===== src/rtl/bcd_disp_pkg.sv =====
// Shared types and constants for the 2-digit 7-segment display scanner:
// converter states, segment patterns (bit order gfedcba) and an index-width helper.
package bcd_disp_pkg;

  typedef enum logic [1:0] {
    IDLE,
    CONVERT,
    STORE
  } state_e;

  localparam logic [6:0] SEG_DIGIT [0:9] = '{
    7'h3F, 7'h06, 7'h5B, 7'h4F, 7'h66,
    7'h6D, 7'h7D, 7'h07, 7'h7F, 7'h6F
  };
  localparam logic [6:0] SEG_DASH  = 7'h40;
  localparam logic [6:0] SEG_BLANK = 7'h00;

  // Width of an index into n items; never less than one bit.
  function automatic int idx_width(input int n);
    return (n > 1) ? $clog2(n) : 1;
  endfunction

endpackage


===== src/rtl/seg7_encoder.sv =====
// Combinational digit-to-segment encoder. Dash takes priority over blank;
// codes above 9 fall through to blank.
module seg7_encoder
  import bcd_disp_pkg::*;
(
  input  logic [3:0] i_digit,
  input  logic       i_blank,
  input  logic       i_dash,
  output logic [6:0] o_seg
);

  // NOTE: every signal assigned in always_comb gets a default first so no
  // path leaves it unassigned; otherwise synthesis infers a latch.
  always_comb begin
    o_seg = SEG_BLANK;
    if (i_dash) begin
      o_seg = SEG_DASH;
    end else if (!i_blank) begin
      for (int d = 0; d < 10; d++) begin
        if (i_digit == 4'(d)) o_seg = SEG_DIGIT[d];
      end
    end
  end

endmodule


===== src/rtl/bcd_display_scanner.sv =====
// Stores 0-99 values per display pair via a subtract-10 BCD converter and
// time-multiplexes all digits onto a shared segment bus with one-hot enables.
module bcd_display_scanner
  import bcd_disp_pkg::*;
#(
  parameter int NUM_PAIRS      = 2,
  parameter int REFRESH_DIV    = 50000,
  parameter bit ACTIVE_LOW_SEG = 1'b0
) (
  input  logic                              clk,
  input  logic                              rst_n,
  input  logic                              wr_en,
  input  logic [idx_width(NUM_PAIRS)-1:0]   wr_idx,
  input  logic [6:0]                        wr_val,
  output logic                              wr_ready,
  input  logic                              blank_lz,
  output logic [6:0]                        seg,
  output logic [2*NUM_PAIRS-1:0]            dig_en,
  output logic                              busy
);

  localparam int NUM_DIGITS = 2 * NUM_PAIRS;
  localparam int PAIR_W     = idx_width(NUM_PAIRS);
  localparam int DIG_W      = idx_width(NUM_DIGITS);
  localparam int REF_W      = idx_width(REFRESH_DIV);
  localparam logic [REF_W-1:0] REF_LAST = REF_W'(REFRESH_DIV - 1);
  localparam logic [DIG_W-1:0] DIG_LAST = DIG_W'(NUM_DIGITS - 1);
  localparam logic [6:0]       SEG_OFF  = ACTIVE_LOW_SEG ? 7'h7F : SEG_BLANK;

  state_e              r_state, w_state_next;
  logic [6:0]          r_rem, w_rem_next;
  logic [3:0]          r_tens_acc, w_tens_next;
  logic [PAIR_W-1:0]   r_idx, w_idx_next;
  logic                r_ovf_pend, w_ovf_next;
  logic                w_store;

  logic [3:0]          r_tens [NUM_PAIRS];
  logic [3:0]          r_ones [NUM_PAIRS];
  logic [NUM_PAIRS-1:0] r_ovf;

  logic [REF_W-1:0]    r_refresh;
  logic [DIG_W-1:0]    r_scan_idx;
  logic [NUM_DIGITS-1:0] r_dig_en;
  logic [6:0]          r_seg;

  logic [PAIR_W-1:0]   w_scan_pair;
  logic                w_is_tens;
  logic [3:0]          w_cur_tens, w_cur_ones, w_digit;
  logic                w_cur_ovf, w_blank;
  logic [6:0]          w_enc, w_seg_next;

  assign wr_ready = (r_state == IDLE);
  assign busy     = ~wr_ready;
  assign seg      = r_seg;
  assign dig_en   = r_dig_en;

  // NOTE: sequential state uses non-blocking assignments so every register
  // samples pre-edge values; blocking here would create ordering races.
  always_ff @(posedge clk) begin
    if (!rst_n) begin
      r_state    <= IDLE;
      r_rem      <= '0;
      r_tens_acc <= '0;
      r_idx      <= '0;
      r_ovf_pend <= 1'b0;
    end else begin
      r_state    <= w_state_next;
      r_rem      <= w_rem_next;
      r_tens_acc <= w_tens_next;
      r_idx      <= w_idx_next;
      r_ovf_pend <= w_ovf_next;
    end
  end

  always_comb begin
    w_state_next = r_state;
    w_rem_next   = r_rem;
    w_tens_next  = r_tens_acc;
    w_idx_next   = r_idx;
    w_ovf_next   = r_ovf_pend;
    w_store      = 1'b0;
    unique case (r_state)
      IDLE: begin
        if (wr_en) begin
          w_idx_next  = wr_idx;
          w_rem_next  = wr_val;
          w_tens_next = 4'd0;
          w_ovf_next  = (wr_val > 7'd99);
          w_state_next = (wr_val > 7'd99) ? STORE : CONVERT;
        end
      end
      CONVERT: begin
        if (r_rem >= 7'd10) begin
          w_rem_next  = r_rem - 7'd10;
          w_tens_next = r_tens_acc + 4'd1;
        end else begin
          w_state_next = STORE;
        end
      end
      STORE: begin
        w_store      = 1'b1;
        w_state_next = IDLE;
      end
      default: w_state_next = IDLE;
    endcase
  end

  // NOTE: the digit store is a handful of flops read in parallel by the scan
  // mux, not a RAM, so it is safe and required to clear it on reset.
  always_ff @(posedge clk) begin
    if (!rst_n) begin
      for (int k = 0; k < NUM_PAIRS; k++) begin
        r_tens[k] <= '0;
        r_ones[k] <= '0;
      end
      r_ovf <= '0;
    end else if (w_store) begin
      // An out-of-range index matches no pair, so the result is dropped.
      for (int k = 0; k < NUM_PAIRS; k++) begin
        if (r_idx == PAIR_W'(k)) begin
          r_tens[k] <= r_tens_acc;
          r_ones[k] <= r_rem[3:0];
          r_ovf[k]  <= r_ovf_pend;
        end
      end
    end
  end

  assign w_scan_pair = PAIR_W'(r_scan_idx >> 1);
  assign w_is_tens   = r_scan_idx[0];

  always_comb begin
    w_cur_tens = '0;
    w_cur_ones = '0;
    w_cur_ovf  = 1'b0;
    for (int k = 0; k < NUM_PAIRS; k++) begin
      if (w_scan_pair == PAIR_W'(k)) begin
        w_cur_tens = r_tens[k];
        w_cur_ones = r_ones[k];
        w_cur_ovf  = r_ovf[k];
      end
    end
  end

  assign w_digit = w_is_tens ? w_cur_tens : w_cur_ones;
  assign w_blank = w_is_tens && blank_lz && (w_cur_tens == 4'd0);

  seg7_encoder u_enc (
    .i_digit (w_digit),
    .i_blank (w_blank),
    .i_dash  (w_cur_ovf),
    .o_seg   (w_enc)
  );

  assign w_seg_next = ACTIVE_LOW_SEG ? ~w_enc : w_enc;

  // Enable and pattern both register from r_scan_idx so they switch together.
  always_ff @(posedge clk) begin
    if (!rst_n) begin
      r_refresh  <= '0;
      r_scan_idx <= '0;
      r_dig_en   <= '0;
      r_seg      <= SEG_OFF;
    end else begin
      if (r_refresh == REF_LAST) begin
        r_refresh  <= '0;
        r_scan_idx <= (r_scan_idx == DIG_LAST) ? '0 : r_scan_idx + 1'b1;
      end else begin
        r_refresh <= r_refresh + 1'b1;
      end
      r_dig_en <= NUM_DIGITS'(1) << r_scan_idx;
      r_seg    <= w_seg_next;
    end
  end

endmodule


===== config.mk =====
export PLATFORM = sky130hd
export DESIGN_NAME = bcd_display_scanner
export DESIGN_NICKNAME = d
export VERILOG_FILES = /design/src/rtl/bcd_disp_pkg.sv /design/src/rtl/seg7_encoder.sv /design/src/rtl/bcd_display_scanner.sv
export SDC_FILE = /design/constraint.sdc
export NUM_CORES = 1
export LEC_CHECK = 0
export BUFFER_PORTS_ARGS = -buffer_cell sky130_fd_sc_hd__buf_4
export CORE_AREA = 2 2 73 75
export DETAILED_ROUTE_END_ITERATION = 12
export DIE_AREA = 0 0 75 77
export HOLD_SLACK_MARGIN = 0.08
export PLACE_DENSITY_LB_ADDON = 0.25
export SETUP_SLACK_MARGIN = 0.05
export SLEW_MARGIN = 20
export SYNTH_ARGS = -nofsm -noshare
export SYNTH_HDL_FRONTEND = slang
export SYNTH_SLANG_ARGS = --single-unit
export TNS_END_PERCENT = 1

===== constraint.sdc =====
create_clock -name clk -period 2.71 [get_ports clk]
set_clock_uncertainty 0.1 [all_clocks]
set_input_delay 0.1355 -clock clk [delete_from_list [all_inputs] [get_ports clk]]
set_output_delay 0.1355 -clock clk [all_outputs]
set_load 0.01 [all_outputs]

After elaboration in Yosys (flattened, before gate mapping)
Memories as Yosys holds them, arrays and structs flattened.
Index checks and enable logic that the tools add are counted.
W data, S select, Z words.
{ "word_totals": {"output_inout_bits": 13, "inputBits": 12, "ram_bits": 16, "mem_count": 2, "reg_bits": 46} }
{ "classes": {"magnitude_cmp": 2, "reduce_logical": 14, "n_shift": 1, "eq_ne": 16, "n_addsub": 4, "bitwise_logic": 7, "n_mux": 41} }
{ "memory_table": {"columns": ["name", "words", "width", "rd", "rd_ports_with_merged_regs", "write_ports", "line_no", "source"], "rows": [
  ["r_ones", 2, 4, 2, 0, 2, "bcd_display_scanner.sv:38", "logic [3:0] r_ones [NUM_PAIRS];"],
  ["r_tens", 2, 4, 2, 0, 2, "bcd_display_scanner.sv:37", "logic [3:0] r_tens [NUM_PAIRS];"]
]} }
{ "ops": {"columns": ["op", "n"], "rows": [
  ["$mux W7", 12],
  ["$mux W4", 9],
  ["$add A16 B1 Y16 const B", 1],
  ["$eq A16 B16 Y1 const B", 1],
  ["$eq A4 B3 Y1 const B", 4],
  ["$pmux W7 S2", 1],
  ["$mux W6", 2],
  ["$mux W1", 11],
  ["$eq A4 B2 Y1 const B", 2],
  ["$eq A4 B4 Y1 const B", 2],
  ["$logic_not A4 Y1", 2],
  ["$mux W2", 4],
  ["$pmux W4 S2", 1],
  ["$reduce_and A2 Y1", 4],
  ["$ge A7 B4 Y1 const B", 1],
  ["$gt A7 B7 Y1 const B", 1],
  ["$sub A7 B4 Y7 const B", 1],
  ["$ne A2 B2 Y1 const B", 3],
  ["$add A4 B1 Y4 const B", 1],
  ["$eq A2 B2 Y1 const B", 2],
  ["$eq A4 B1 Y1 const B", 1],
  ["$or A1 B1 Y1", 4],
  ["$pmux W2 S2", 1],
  ["$reduce_or A4 Y1", 1],
  ["other kinds (10)", 13]
]} }

Depth between registers and ports, before layout
Gate-level depths: netlist of run 1.
An unclocked memory read counts as a cell.
{ "logic_depth": {"depth_word": 16, "mapped_depth": 7} }

Modules after synthesis
A second synthesis of run 1 with hierarchy kept.
{ "hier_totals": {"hier_cells": 299, "area_unflattened_um2": 2937.8} }
{ "modules_own_cells": {"columns": ["module", "cells_per_inst", "n_inst", "seq_area_each_um2", "area_each_um2"], "rows": [
  ["bcd_display_scanner", 267, 1, 1401.3, 2732.6],
  ["seg7_encoder", 32, 1, 0.0, 205.2]
]} }

Least setup slack after synthesis of run 1
No wires, ideal clock.
{ "synth_path": {"path_kind": "register to register", "start": "register r_scan_idx[1]", "end": "register r_seg[6] (netlist: seg[6])", "path_slack_ns": 0.873, "setup_time_ns": 0.133, "arrival_ns": 1.604, "path_stages_with_launch": 6, "period_less_slack_ns": 1.837, "cell_sequence": "dfxtp_1 -> buf_6 -> mux4_2 -> or2_4 -> o211ai_1 -> a21oi_1"} }
{ "synth_via": {"elab_chain_cells": 13, "word_cells_on_any_way": 24} }
{ "synth_lines": {"columns": ["element", "line_no", "source"], "rows": [
  ["start: declaration", "bcd_display_scanner.sv:42", "logic [DIG_W-1:0] r_scan_idx;"],
  ["start signal: assignment", "bcd_display_scanner.sv:167", "r_scan_idx <= (r_scan_idx == DIG_LAST) ? '0 : r_scan_idx + 1'b1;"],
  ["$mux W4", "bcd_display_scanner.sv:137", "if (w_scan_pair == PAIR_W'(k)) begin"],
  ["$mux W4", "bcd_display_scanner.sv:145", "assign w_digit = w_is_tens ? w_cur_tens : w_cur_ones;"],
  ["$eq A4 B2 Y1", "seg7_encoder.sv:20", "if (i_digit == 4'(d)) o_seg = SEG_DIGIT[d];"],
  ["$mux W7 (8 in series)", "seg7_encoder.sv:20", null],
  ["$mux W7", "seg7_encoder.sv:18", "end else if (!i_blank) begin"],
  ["$mux W7 *", "seg7_encoder.sv:16", "if (i_dash) begin"],
  ["end signal: assignment", "bcd_display_scanner.sv:172", "r_seg <= w_seg_next;"],
  ["end: declaration", "bcd_display_scanner.sv:44", "logic [6:0] r_seg;"]
]} }
Mark *: on every way between the ends. The rest lies on a longest branch, timed or not.
A chain may end at the register's enable or synchronous reset.

Worst setup path in the final report of run 1
Same ends and word-level chain as after synthesis.

==> results of run 1 <==
[cell families (layout without fill, tap and decap cells)]
kind of cell,Yosys count,in the layout
buffers and inverters,16,58
AOI/OAI and AO/OA,46,46
muxes,7,7
DFF,62,62
adders and majority gates,4,4
and+or+nand+nor,127,127
xor gates and xnor gates,17,17
[registers in the layout, indices dropped and copies added, names as in the netlist, 4 cells and up]
register / cells
r_tens: 8
seg: 7
dig_en: 4
r_ones: 8
r_refresh: 16
r_rem: 7
r_tens_acc: 4
[where the power goes]
group,switching (mW),total [mW],internal (mW),leakage [nW]
clock network,0.350,0.963,0.613,0.126
registers,0.0305,1.02,0.992,0.541
logic,0.127,0.226,0.0991,0.589
[cells in the final DEF (no fill, tap or decap), types with 2 or more instances in the layout]
cell / n
dfxtp_1: 46
nor2_1: 38
buf_4: 26
nand2_1: 25
a21oi_1: 19
edfxtp_1: 16
clkbuf_8: 12
nand3_1: 10
xnor2_1: 10
inv_1: 8
nor3_1: 8
and2_1: 8
dlygate4sd3_1: 8
o21ai_0: 7
xor2_1: 7
nand2b_1: 6
nor4_1: 5
nor3b_1: 4
o211ai_1: 4
a211oi_1: 4
mux4_2: 4
ha_1: 4
and3_1: 3
or3_1: 3
nor2b_1: 3
a221oi_1: 3
mux2i_1: 3
nor4b_1: 2
nand4_1: 2
or4_1: 2
clkbuf_16: 2
[per-stage QoR]
stage | std cells | setup slack, ns | hold slack (ns)
after floorplan | 279 | 0.873 | 0.171
after CTS | 391 | 0.633 | 0.0868
after global routing | 391 | 0.491 | 0.152
after global placement | 367 | 0.682 | 0.286
final | 391 | 0.641 | 0.0920
after detailed placement | 367 | 0.642 | 0.297
[critical path, cell delays in order (launching register included)]
cell,delay [ns]
dfxtp_1,0.65
mux4_2,0.66
or2_4,0.30
o211ai_1,0.16
a21oi_1,0.08
[cell type report]
cell class	instances	share of cell area [%]
tap	70	2.65
clock inverter	1	0.909
clock buffer	15	6.63
multi-input combinational	201	38.1
inverter	8	0.909
timing repair buffer	34	8.34
sequential	62	42.4
[routing by layer]
| layer | part of all wire, % | GRT usage, % | vias up |
|---|---|---|---|
| met4 | 2.3 | 11.3 | 0 |
| li1 | - | - | 1070 |
| met3 | 4.8 | 6.31 | 16 |
| met2 | 49 | 32.5 | 59 |
| met1 | 44 | 25.2 | 978 |
| met5 | 0 | 0 | - |
[final timing paths]
path                                     from           end  slack, ns  depth (start not counted)
worst min-delay path                    wr_en    r_state[1]       0.09                          5
worst max register to register  r_scan_idx[1]        seg[6]       0.64                          4
worst min register to register   r_refresh[0]  r_refresh[0]       0.36                          1
worst max-delay path            r_scan_idx[1]        seg[6]       0.64                          4
[timing repair]
item                      in CTS  in global routing
setup buffers                  0                  0
hold buffers                   8                  0
hold endpoints to repair      13                  0
==> metrics.md, run 1 <==
| Metric | Value |
|---|---|
| Post-Synthesis Mean Instance Area | `~10 sq um` |
| Share of the synthesized area in the top cell type | `roughly 34%` |
| Arr. time, crit path | `around 2.2 ns` |
| Total number of placement rows | `26` |
| Peak ir drop on the vdd network | `roughly 0.00042 V` |
| Detailed-routing iteration count for the pre-antenna-repair pass | `4` |
| Total number of vias | `roughly 2100` |
| Final #Nets | `between 300 and 400` |
| Placement Cell Area | `2970 sq um` |
| Worst setup SP type | `flip-flop` |
| Antenna cell count | `0` |
| Fin crit share | `76.4%` |
| Setup repair after global routing missed its margin | `no` |
| Adder-cell area share of the yosys netlist | `under 10%` |
| Post-synthesis instance area | `2730 sq um` |
| PD cells | `670 nW/um^2` |
| Headroom to the max-slew limit | `between 60% and 70%` |
| Share of async-settable or async-resettable flops after synthesis | `0%` |
| Total Negative Setup Slacks | `0 ns` |
| F_max | `483 MHz` |
| Critical path class | `reg -> reg` |
| Number of library cell types mapped by synthesis | `47` |
| Result of the run | `finished clean` |
| Finished Cell Area | `~3300 sq um` |
| Global router's overall resource usage | `between 20% and 30%` |
| Reported leakage power | `1.26 nW` |
| Post-Route Utilization | `66.3%` |
| Vias in the first global route | `between 2000 and 2500` |
| Filler cell count in the final layout | `410` |
| Residual antenna-violating net count after detailed routing | `0` |
| Main synth FF type | `dfxtp_1` |
| Grt total ovfl | `0` |
| Hold Vio Cnt, Final | `0` |
| Synth Register Bits | `62` |
| EDFF count, synth | `16` |
| Buffers on Ports | `24` |
| DIE HEIGHT | `roughly 77 microns` |
| Synthesized netlist cell count | `between 200 and 300` |
| Type of destination of the critical path | `flip-flop` |
| Routability Congestion | `~0.88` |
| Post-detail-place hpwl | `around 3600 microns` |
| Clock insertion delay at the later pin of the skew report | `roughly 0.34 ns` |
| Number of antenna violations at the first check in global routing | `0` |
| Area occupied by multi-input gates | `roughly 1300 sq um` |
| Time the final worst path needs with I/O delays and setup | `2.07 ns` |
| H-Tree Level Count | `3` |
| Wire length after detailed routing | `5300 microns` |
| Number of vias per cell after detailed routing | `~5.4` |
| Synthesized Nets | `between 200 and 300` |
| Data required, critical path | `approximately 2.8 ns` |
| Flip-flop and latch area | `1400 sq um` |
| Initial detailed-routing violation count | `102` |
| Die W | `roughly 75 microns` |
| Count of boundary I/O pins | `25` |
| Power Total | `2.21 mW` |
| Area fraction in and, or, nand and nor cells after synthesis | `around a quarter` |
| Clock tree from TritonCTS | `built` |
| Synth-to-Final Area Change | `20.9%` |
| Clock-pin slew of the registers on the worst-case setup and hold paths | `0.07 ns` |
| Biggest fanout along the worst timing path | `13` |
| Mux share of post-synthesis cell area | `4.40%` |
| Dominant cell by count in the synthesized netlist | `dfxtp_1` |
| Floorplan die area | `approximately 5800 sq um` |
| Measured slew at the worst slew-check pin | `0.592 ns` |
| Main combinational cell family by area after synthesis | `simple AND/OR/NAND/NOR gates` |
| Area fraction in compound gates after synthesis | `a little over a tenth` |
| Number of pins exceeding their max-slew limit in the final report | `0` |
| Post-synth top area cell | `dfxtp_1` |
| Clk buf depth | `2` |
| Global-route wire length before repair | `approximately 9200 microns` |
| Share of the yosys chip area belonging to registers | `roughly half` |
| Clk sink count | `62` |
| Number of cells upsized or downsized after cts | `0` |
| Number of failing setup endpoints in the final timing report | `0` |
| Path type of the worst min-delay path | `in -> reg` |
| Largest cells by area after synthesis | `dfxtp_1 34%, edfxtp_1 18%, nor2_1 5.2%` |
| Reported max-cap violation count | `0` |
| Initial Utilization | `a little over half` |
| Number of clock buffers inserted by TritonCTS | `9` |
| Wire length per cell | `13.6 microns` |
| DRC errors left | `0` |
| Core ar. | `between 4000 and 5000 sq um` |
| Xor and xnor fraction of the mapped netlist area | `under 10%` |
| Largest net degree at the start of global routing | `24` |
| Top cells by instance count after synthesis | `46 x dfxtp_1, 38 x nor2_1, 25 x nand2_1` |
| Synthesis warning total | `0` |
| Clk root buf | `clkbuf_8` |
| Share of final-layout standard cells stronger than drive strength 1 | `between 15 and 20%` |
No activity file was read; power rests on OpenSTA's default activity.
==> inputs of run 2 (changes only) <==
--- a/config.mk
+++ b/config.mk
@@ -5,10 +5,11 @@
 export SDC_FILE = /design/constraint.sdc
 export NUM_CORES = 1
 export LEC_CHECK = 0
+export ABC_AREA = 1
 export BUFFER_PORTS_ARGS = -buffer_cell sky130_fd_sc_hd__buf_4
-export CORE_AREA = 2 2 73 75
+export CORE_AREA = 2 2 78 80
 export DETAILED_ROUTE_END_ITERATION = 12
-export DIE_AREA = 0 0 75 77
+export DIE_AREA = 0 0 80 82
 export HOLD_SLACK_MARGIN = 0.08
 export PLACE_DENSITY_LB_ADDON = 0.25
 export SETUP_SLACK_MARGIN = 0.05
==> constraint.sdc (replaced) <==
create_clock -name clk -period 1.7 [get_ports clk]
set_clock_uncertainty 0.1 [all_clocks]
set_input_delay 0.085 -clock clk [delete_from_list [all_inputs] [get_ports clk]]
set_output_delay 0.085 -clock clk [all_outputs]
set_load 0.01 [all_outputs]
==> metrics.md, run 2 <==
| Metric | Value |
|---|---|
| Post-Synthesis Mean Instance Area | `7.85 sq um (-20%)` |
| Critical Path Most Common Cell | `nand2_2` |
| Path type of the worst min-delay path | `in -> reg` |
| Die W | `80 microns (+6.7%)` |
| PD cells | `1060 nW/um^2 (+59%)` |
| Count of placed standard cells including taps | `480 (+31%)` |
| Number of failing setup endpoints in the final timing report | `0 (unchanged)` |
| Clk sink count | `62 (unchanged)` |
| Clk root buf | `clkbuf_8` |
| Number of antenna violations at the first check in global routing | `0 (unchanged)` |
| Number of flip-flops in the largest register | `16 (unchanged)` |
| Number of clock buffers inserted by TritonCTS | `9 (unchanged)` |
| Global-route wire length before repair | `9680 microns (+4.9%)` |
| Register with the most flip-flops | `r_refresh` |
| Data required, critical path | `1.83 ns (-0.99 ns)` |
| Measured slew at the worst slew-check pin | `0.398 ns (-0.193 ns)` |
| Share of async-settable or async-resettable flops after synthesis | `0% (unchanged)` |
| Peak ir drop on the vdd network | `0.000622 V (+48%)` |
| Clock-pin slew of the registers on the worst-case setup and hold paths | `0.07 ns (about the same)` |
| Post-synthesis instance area | `2960 sq um (+8.3%)` |
| Count of boundary I/O pins | `25 (unchanged)` |
| Number of vias per cell after detailed routing | `4.91 (-9.7%)` |
| Synthesis warning total | `0 (unchanged)` |
| Reported max-cap violation count | `0 (unchanged)` |
| Most frequent cells in the layout | `75 x nand2_1, 58 x nor2_1, 44 x dfxtp_1, 34 x inv_1, 33 x buf_4` |
| Initial detailed-routing violation count | `78 (-24%)` |
| Initial Utilization | `51.5% (-3.4 points)` |
| Vias in the first global route | `2224 (+2.5%)` |
| Worst path slowest cell | `dfxtp_2` |
| Setup repair after global routing missed its margin | `yes` |
| Time the final worst path needs with I/O delays and setup | `1.61 ns (-0.461 ns)` |
| Detailed-routing iteration count for the pre-antenna-repair pass | `4 (unchanged)` |
| Core ar. | `5750 sq um (+15%)` |
| Grt total ovfl | `0 (unchanged)` |
| Fin crit share | `94.6% (+18 points)` |
| Share of final-layout standard cells stronger than drive strength 1 | `23.2% (+7.6 points)` |
| Routability Congestion | `0.878 (+0.10%)` |
| Synth Register Bits | `62 (unchanged)` |
| Global router's overall resource usage | `19.3% (-1.6 points)` |
| Total number of placement rows | `28 (+7.7%)` |
| Result of the run | `finished clean` |
| Filler cell count in the final layout | `505 (+23%)` |
| Synthesized netlist cell count | `377 (+35%)` |
| Headroom to the max-slew limit | `73.2% (+13 points)` |
| Synthesized Nets | `393 (+33%)` |
| Floorplan die area | `6560 sq um (+14%)` |
| Most common cell after layout, fill and taps aside | `nand2_1` |
| DIE HEIGHT | `82 microns (+6.5%)` |
| H-Tree Level Count | `3 (unchanged)` |
| Antenna cell count | `0 (unchanged)` |
| Post-detail-place hpwl | `3980 microns (+10%)` |
| Main synth FF type | `dfxtp_1` |
| Dominant cell by count in the synthesized netlist | `nand2_1` |
| Largest net degree at the start of global routing | `21 (-13%)` |
| Clock tree from TritonCTS | `built` |
| Reported leakage power | `1.57 nW (+25%)` |
| Wire length per cell | `11.5 microns (-15%)` |
| Number of library cell types mapped by synthesis | `32 (-32%)` |
| Total number of vias | `2482 (+17%)` |
| DRC errors left | `0 (unchanged)` |
| Largest cells by area after synthesis | `dfxtp_1 31%, edfxtp_1 16%, nand2_1 9.9%` |
| Residual antenna-violating net count after detailed routing | `0 (unchanged)` |
| Clock insertion delay at the later pin of the skew report | `0.34 ns (about the same)` |
| Clk buf depth | `2 (unchanged)` |
| Hold Vio Cnt, Final | `0 (unchanged)` |
| Critical path class | `reg -> reg` |
| Buffers on Ports | `24 (unchanged)` |
| Type of destination of the critical path | `flip-flop` |
| Final #Nets | `442 (+33%)` |
| Worst setup SP type | `flip-flop` |
| Hold slack final | `0.0948 ns (+0.00281 ns)` |
| Synth-to-Final Area Change | `24.2%` |
| Post-synth top area cell | `dfxtp_1` |
| Arr. time, crit path | `1.74 ns (-0.44 ns)` |
| F_max | `622 MHz (+29%)` |
| Filler-free cell count of the finished design | `506 (+29%)` |
| Largest regs | `r_refresh: 16 flops, r_ones: 8 flops, r_tens: 8 flops` |
| Biggest fanout along the worst timing path | `6 (-7)` |
| Share of the yosys chip area belonging to registers | `47.4% (-3.9 points)` |
| Top cells by instance count after synthesis | `78 x nand2_1, 58 x nor2_1, 46 x dfxtp_1` |
| Number of pins exceeding their max-slew limit in the final report | `0 (unchanged)` |
| Total Negative Setup Slacks | `0 ns (unchanged)` |
| Share of the synthesized area in the top cell type | `31.1% (-2.6 points)` |
| Cells along the critical path | `inv_2 > ha_4 > inv_1 > nand2_2 > nand2_2 > inv_1 > nand3_1 > nand2_2 > nand2_4 > buf_4 > o21ai_1 > nor2_1` |
| Biggest cell delay along the critical path | `0.33 ns (-0.33 ns)` |
| Wire length after detailed routing | `5820 microns (+9.8%)` |
| EDFF count, synth | `16 (unchanged)` |
==> run 2: routing by layer <==
metal	wire, microns	vias to the layer above	share of wire [%]	GRT usage, %
met5	0	-	0	0
met4	105	0	1.8	7.12
met3	229	9	3.9	4.95
met2	2950	52	51	34.1
met1	2540	1101	44	22.5
li1	-	1320	-	-
==> run 2: worst paths after layout <==
| check | depth (start not counted) | end | slack [ns] | start |
|---|---|---|---|---|
| setup reg to reg | 12 | r_rem[1] | 0.09 | r_rem[1] |
| setup / recovery | 12 | r_rem[1] | 0.09 | r_rem[1] |
| hold reg to reg | 1 | r_refresh[0] | 0.35 | r_refresh[0] |
| hold / removal | 4 | seg[4] | 0.09 | blank_lz |
==> run 2: power by group <==
| part | internal, mW | switching, mW | leakage (nW) | total, mW |
|---|---|---|---|---|
| clock | 1.12 | 0.582 | 0.128 | 1.70 |
| combinational | 0.235 | 0.319 | 0.899 | 0.554 |
| sequential | 1.61 | 0.0581 | 0.543 | 1.66 |
==> run 2: final cells by class <==
class	count	area, sq um	share of cell area (%)
clock buffers	9	124	3.37
clock inverters	7	136	3.71
inverters	45	169	4.59
multi-input cells	264	1370	37.3
flip-flops and latches	62	1400	38.2
well taps	75	93.8	2.55
repair buffers	44	378	10.3
==> run 2: critical path: cells and delay by family, from the launching register on <==
kind | cells | cell delay [ns]
AND/OR/NAND/NOR | 6 | 0.46
buffers and inverters | 4 | 0.34
flip-flops | 1 | 0.33
adder cells (fa/ha/maj) | 1 | 0.14
AO/OA/AOI/OAI | 1 | 0.13
==> run 2: stage by stage <==
step / utilization (%) / cell area, sq um / total power, mW / setup slack (ns)
finish: 64.0 / 3680 / 3.91 / 0.0919
global route: 64.0 / 3680 / 4.08 / -0.0294
global placement: 57.1 / 3280 / 2.17 / 0.0433
floorplan: - / 2960 / 2.01 / 0.193
CTS: 63.4 / 3640 / 3.89 / 0.0384
detailed placement: 57.1 / 3280 / 2.18 / -0.0385
==> run 2: kinds of logic (layout without fill, tap and decap cells) <==
group / Yosys count / in the layout / synth area share (%)
AO/OA/AOI/OAI: 44 / 44 / 7.70
XOR/XNOR: 5 / 5 / 1.48
adder cells (fa/ha/maj): 4 / 4 / 1.69
buffers and inverters: 51 / 105 / 7.53
flip-flops: 62 / 62 / 47.4
AND/OR/NAND/NOR: 211 / 211 / 34.2
==> run 2: repair_timing <==
action,CTS,global route
hold buffers,9,0
buffers inserted,1,0
setup endpoints to repair,10,24
gates resized for setup,6,12
pin swaps,1,0
endpoints found under the hold margin,15,0
==> inputs of run 3 (changes only) <==
--- a/config.mk
+++ b/config.mk
@@ -7,12 +7,12 @@
 export LEC_CHECK = 0
 export ABC_AREA = 1
 export BUFFER_PORTS_ARGS = -buffer_cell sky130_fd_sc_hd__buf_4
-export CORE_AREA = 2 2 78 80
+export CORE_AREA = 2 2 76 78
 export DETAILED_ROUTE_END_ITERATION = 12
-export DIE_AREA = 0 0 80 82
+export DIE_AREA = 0 0 78 80
 export HOLD_SLACK_MARGIN = 0.08
 export PLACE_DENSITY_LB_ADDON = 0.25
-export SETUP_SLACK_MARGIN = 0.05
+export SETUP_SLACK_MARGIN = 0.2
 export SLEW_MARGIN = 20
 export SYNTH_ARGS = -nofsm -noshare
 export SYNTH_HDL_FRONTEND = slang
==> constraint.sdc (replaced) <==
create_clock -name clk -period 1.93 [get_ports clk]
set_clock_uncertainty 0.1 [all_clocks]
set_input_delay 0.0965 -clock clk [delete_from_list [all_inputs] [get_ports clk]]
set_output_delay 0.0965 -clock clk [all_outputs]
set_load 0.01 [all_outputs]
==> metrics.md, run 3 (same netlist as run 2, synthesis figures left out) <==
| Metric | Value |
|---|---|
| Most used routing layer in global routing | `met2` |
| Time the final worst path needs with I/O delays and setup | `1.72 ns (+0.112 ns)` |
| Number of antenna violations at the first check in global routing | `0 (unchanged)` |
| Fin crit share | `89.1% (-5.5 points)` |
| Largest net degree at the start of global routing | `21 (unchanged)` |
| Count of buffer and inverter cells on the critical path | `4 (unchanged)` |
| Clock tree from TritonCTS | `built` |
| Clk sink count | `62 (unchanged)` |
| Grt total ovfl | `0 (unchanged)` |
| Number of pins exceeding their max-slew limit in the final report | `0 (unchanged)` |
| Final #Nets | `435 (-1.6%)` |
| Clk root buf | `clkbuf_8` |
| Initial detailed-routing violation count | `116 (+49%)` |
| Headroom to the max-slew limit | `71.8% (-1.3 points)` |
| Startpoint of the worst register-to-register path | `r_rem[1]` |
| Top delay family on crit path | `simple AND/OR/NAND/NOR gates` |
| Initial Utilization | `54.7% (+3.2 points)` |
| Peak ir drop on the vdd network | `0.000479 V (-23%)` |
| Data required, critical path | `2.07 ns (+0.24 ns)` |
| Register with the most flip-flops | `r_refresh` |
| Global-route wire length before repair | `9960 microns (+2.9%)` |
| H-Tree Level Count | `3 (unchanged)` |
| Most frequent cells in the layout | `78 x nand2_1, 58 x nor2_1, 45 x dfxtp_1, 37 x inv_1, 27 x buf_4` |
| Clock insertion delay at the later pin of the skew report | `0.35 ns (about the same)` |
| Core ar. | `5410 sq um (-5.9%)` |
| Detailed-routing iteration count for the pre-antenna-repair pass | `4 (unchanged)` |
| Count of boundary I/O pins | `25 (unchanged)` |
| Measured slew at the worst slew-check pin | `0.418 ns (+0.0199 ns)` |
| Synth-to-Final Area Change | `20.2%` |
| Buffers on Ports | `24 (unchanged)` |
| Hold Vio Cnt, Final | `0 (unchanged)` |
| Total number of placement rows | `27 (-3.6%)` |
| Worst setup SP type | `flip-flop` |
| DIE HEIGHT | `80 microns (-2.4%)` |
| Post-detail-place hpwl | `4010 microns (+0.74%)` |
| Critical path class | `reg -> reg` |
| Largest regs | `r_refresh: 16 flops, r_ones: 8 flops, r_tens: 8 flops` |
| Most common cell after layout, fill and taps aside | `nand2_1` |
| PD cells | `918 nW/um^2 (-14%)` |
| Origin of the worst setup path | `r_rem[1]` |
| Clock-pin slew of the registers on the worst-case setup and hold paths | `0.07 ns (about the same)` |
| Placement Cell Area | `3190 sq um (-2.7%)` |
| Fraction of met1 tracks used by global routing | `23.8% (+1.3 points)` |
| Area occupied by multi-input gates | `1350 sq um (-1.9%)` |
| Floorplan die area | `6240 sq um (-4.9%)` |
| Biggest cell delay along the critical path | `0.34 ns (about the same)` |
| Setup repair after global routing missed its margin | `yes` |
| Hold path startpoint | `blank_lz` |
| Path type of the worst min-delay path | `in -> reg` |
| DRC errors left | `0 (unchanged)` |
| Finished Cell Area | `3560 sq um (-3.3%)` |
| Biggest fanout along the worst timing path | `6 (unchanged)` |
| Filler cell count in the final layout | `463 (-8.3%)` |
| Number of failing setup endpoints in the final timing report | `0 (unchanged)` |
| Number of clock buffers inserted by TritonCTS | `9 (unchanged)` |
| Wire length after detailed routing | `5690 microns (-2.3%)` |
| Die W | `78 microns (-2.5%)` |
| Result of the run | `finished clean` |
| Share of final-layout standard cells stronger than drive strength 1 | `19.6% (-3.6 points)` |
| Residual antenna-violating net count after detailed routing | `0 (unchanged)` |
| Arr. time, crit path | `1.86 ns (+0.12 ns)` |
| F_max | `581 MHz (-6.5%)` |
| Reported leakage power | `1.52 nW (-3.2%)` |
| Total Negative Setup Slacks | `0 ns (unchanged)` |
| Vias in the first global route | `2362 (+6.2%)` |
| Clk buf depth | `2 (unchanged)` |
| Antenna cell count | `0 (unchanged)` |
| Type of destination of the critical path | `flip-flop` |
| Global router's overall resource usage | `20.5% (+1.3 points)` |
| Routability Congestion | `0.864 (-1.6%)` |
| Cells along the critical path | `inv_1 > ha_1 > inv_1 > nand2_1 > nand2_1 > inv_1 > nand3_1 > nand2_1 > nand2_4 > buf_4 > o21ai_0 > nor2_1` |
| Reported max-cap violation count | `0 (unchanged)` |
| Wire length per cell | `11.5 microns (-0.28%)` |
| Number of vias per cell after detailed routing | `5.03 (+2.6%)` |
| Flip-flop and latch area | `1400 sq um (about the same)` |
| GR Util met2 | `34.7% (+0.57 points)` |
| Worst path slowest cell | `dfxtp_1` |
| GR Layer Usage met3 | `4.07% (-0.87 points)` |
| Total number of vias | `2497 (+0.60%)` |
| Number of flip-flops in the largest register | `16 (unchanged)` |
==> run 3: cell types whose count changed in the layout (fill, tap and decap cells not counted), sizes merged <==
cell	before	now
bufinv	4	3
clkinv	4	5
buf	35	28
==> run 3: power by group <==
| group | total, mW | internal (mW) | leakage (nW) | switching [mW] |
|---|---|---|---|---|
| clock | 1.36 | 0.850 | 0.121 | 0.514 |
| combinational | 0.440 | 0.183 | 0.856 | 0.257 |
| sequential | 1.46 | 1.41 | 0.543 | 0.0481 |
| total | 3.27 | 2.45 | 1.52 | 0.819 |
==> run 3: worst paths after layout <==
kind,end,slack [ns],depth (start not counted)
setup / recovery,r_rem[6],0.21,12
hold / removal,seg[4],0.09,4
setup reg to reg,r_rem[6],0.21,12
hold reg to reg,r_ovf[0],0.34,2
==> run 3: repair_timing <==
item	in CTS	in global routing
buffers inserted	2	0
pin swaps	1	0
hold buffers	9	0
gates resized for setup	1	2
endpoints found under the setup margin	7	33
endpoints found under the hold margin	15	0
==> run 3: cell type report <==
| class | instances | area share (%) |
|---|---|---|
| multi-input cells | 264 | 37.8 |
| well taps | 72 | 2.53 |
| clock inverters | 7 | 3.17 |
| inverters | 45 | 4.75 |
| repair buffers | 37 | 8.80 |
| flip-flops and latches | 62 | 39.4 |
| clock buffers | 9 | 3.48 |
==> run 3: worst register-to-register path: stages (launching register included) <==
cell and delay (ns):
dfxtp_1 0.34, inv_1 0.08, ha_1 0.16, inv_1 0.04, nand2_1 0.08, nand2_1 0.07
inv_1 0.06, nand3_1 0.06, nand2_1 0.12, nand2_4 0.09, buf_4 0.16, o21ai_0 0.17
nor2_1 0.07
==> run 3: per-stage QoR <==
stage | utilization (%) | hold slack (ns) | cells | setup WS, ns | power (mW)
floorplan | - | 0.131 | 377 | 0.423 | 1.77
global placement | 59.0 | 0.225 | 469 | 0.187 | 1.87
detailed placement | 59.0 | 0.242 | 469 | 0.122 | 1.88
CTS | 65.7 | 0.0827 | 496 | 0.225 | 3.29
global route | 65.8 | 0.142 | 496 | 0.0513 | 3.41
finish | 65.8 | 0.0938 | 496 | 0.210 | 3.27
==> run 3: routing by layer <==
metal	up-vias	part of all wire, %
met5	-	0
met4	0	2.4
met3	14	3.6
met2	46	47
met1	1130	46
li1	1307	-
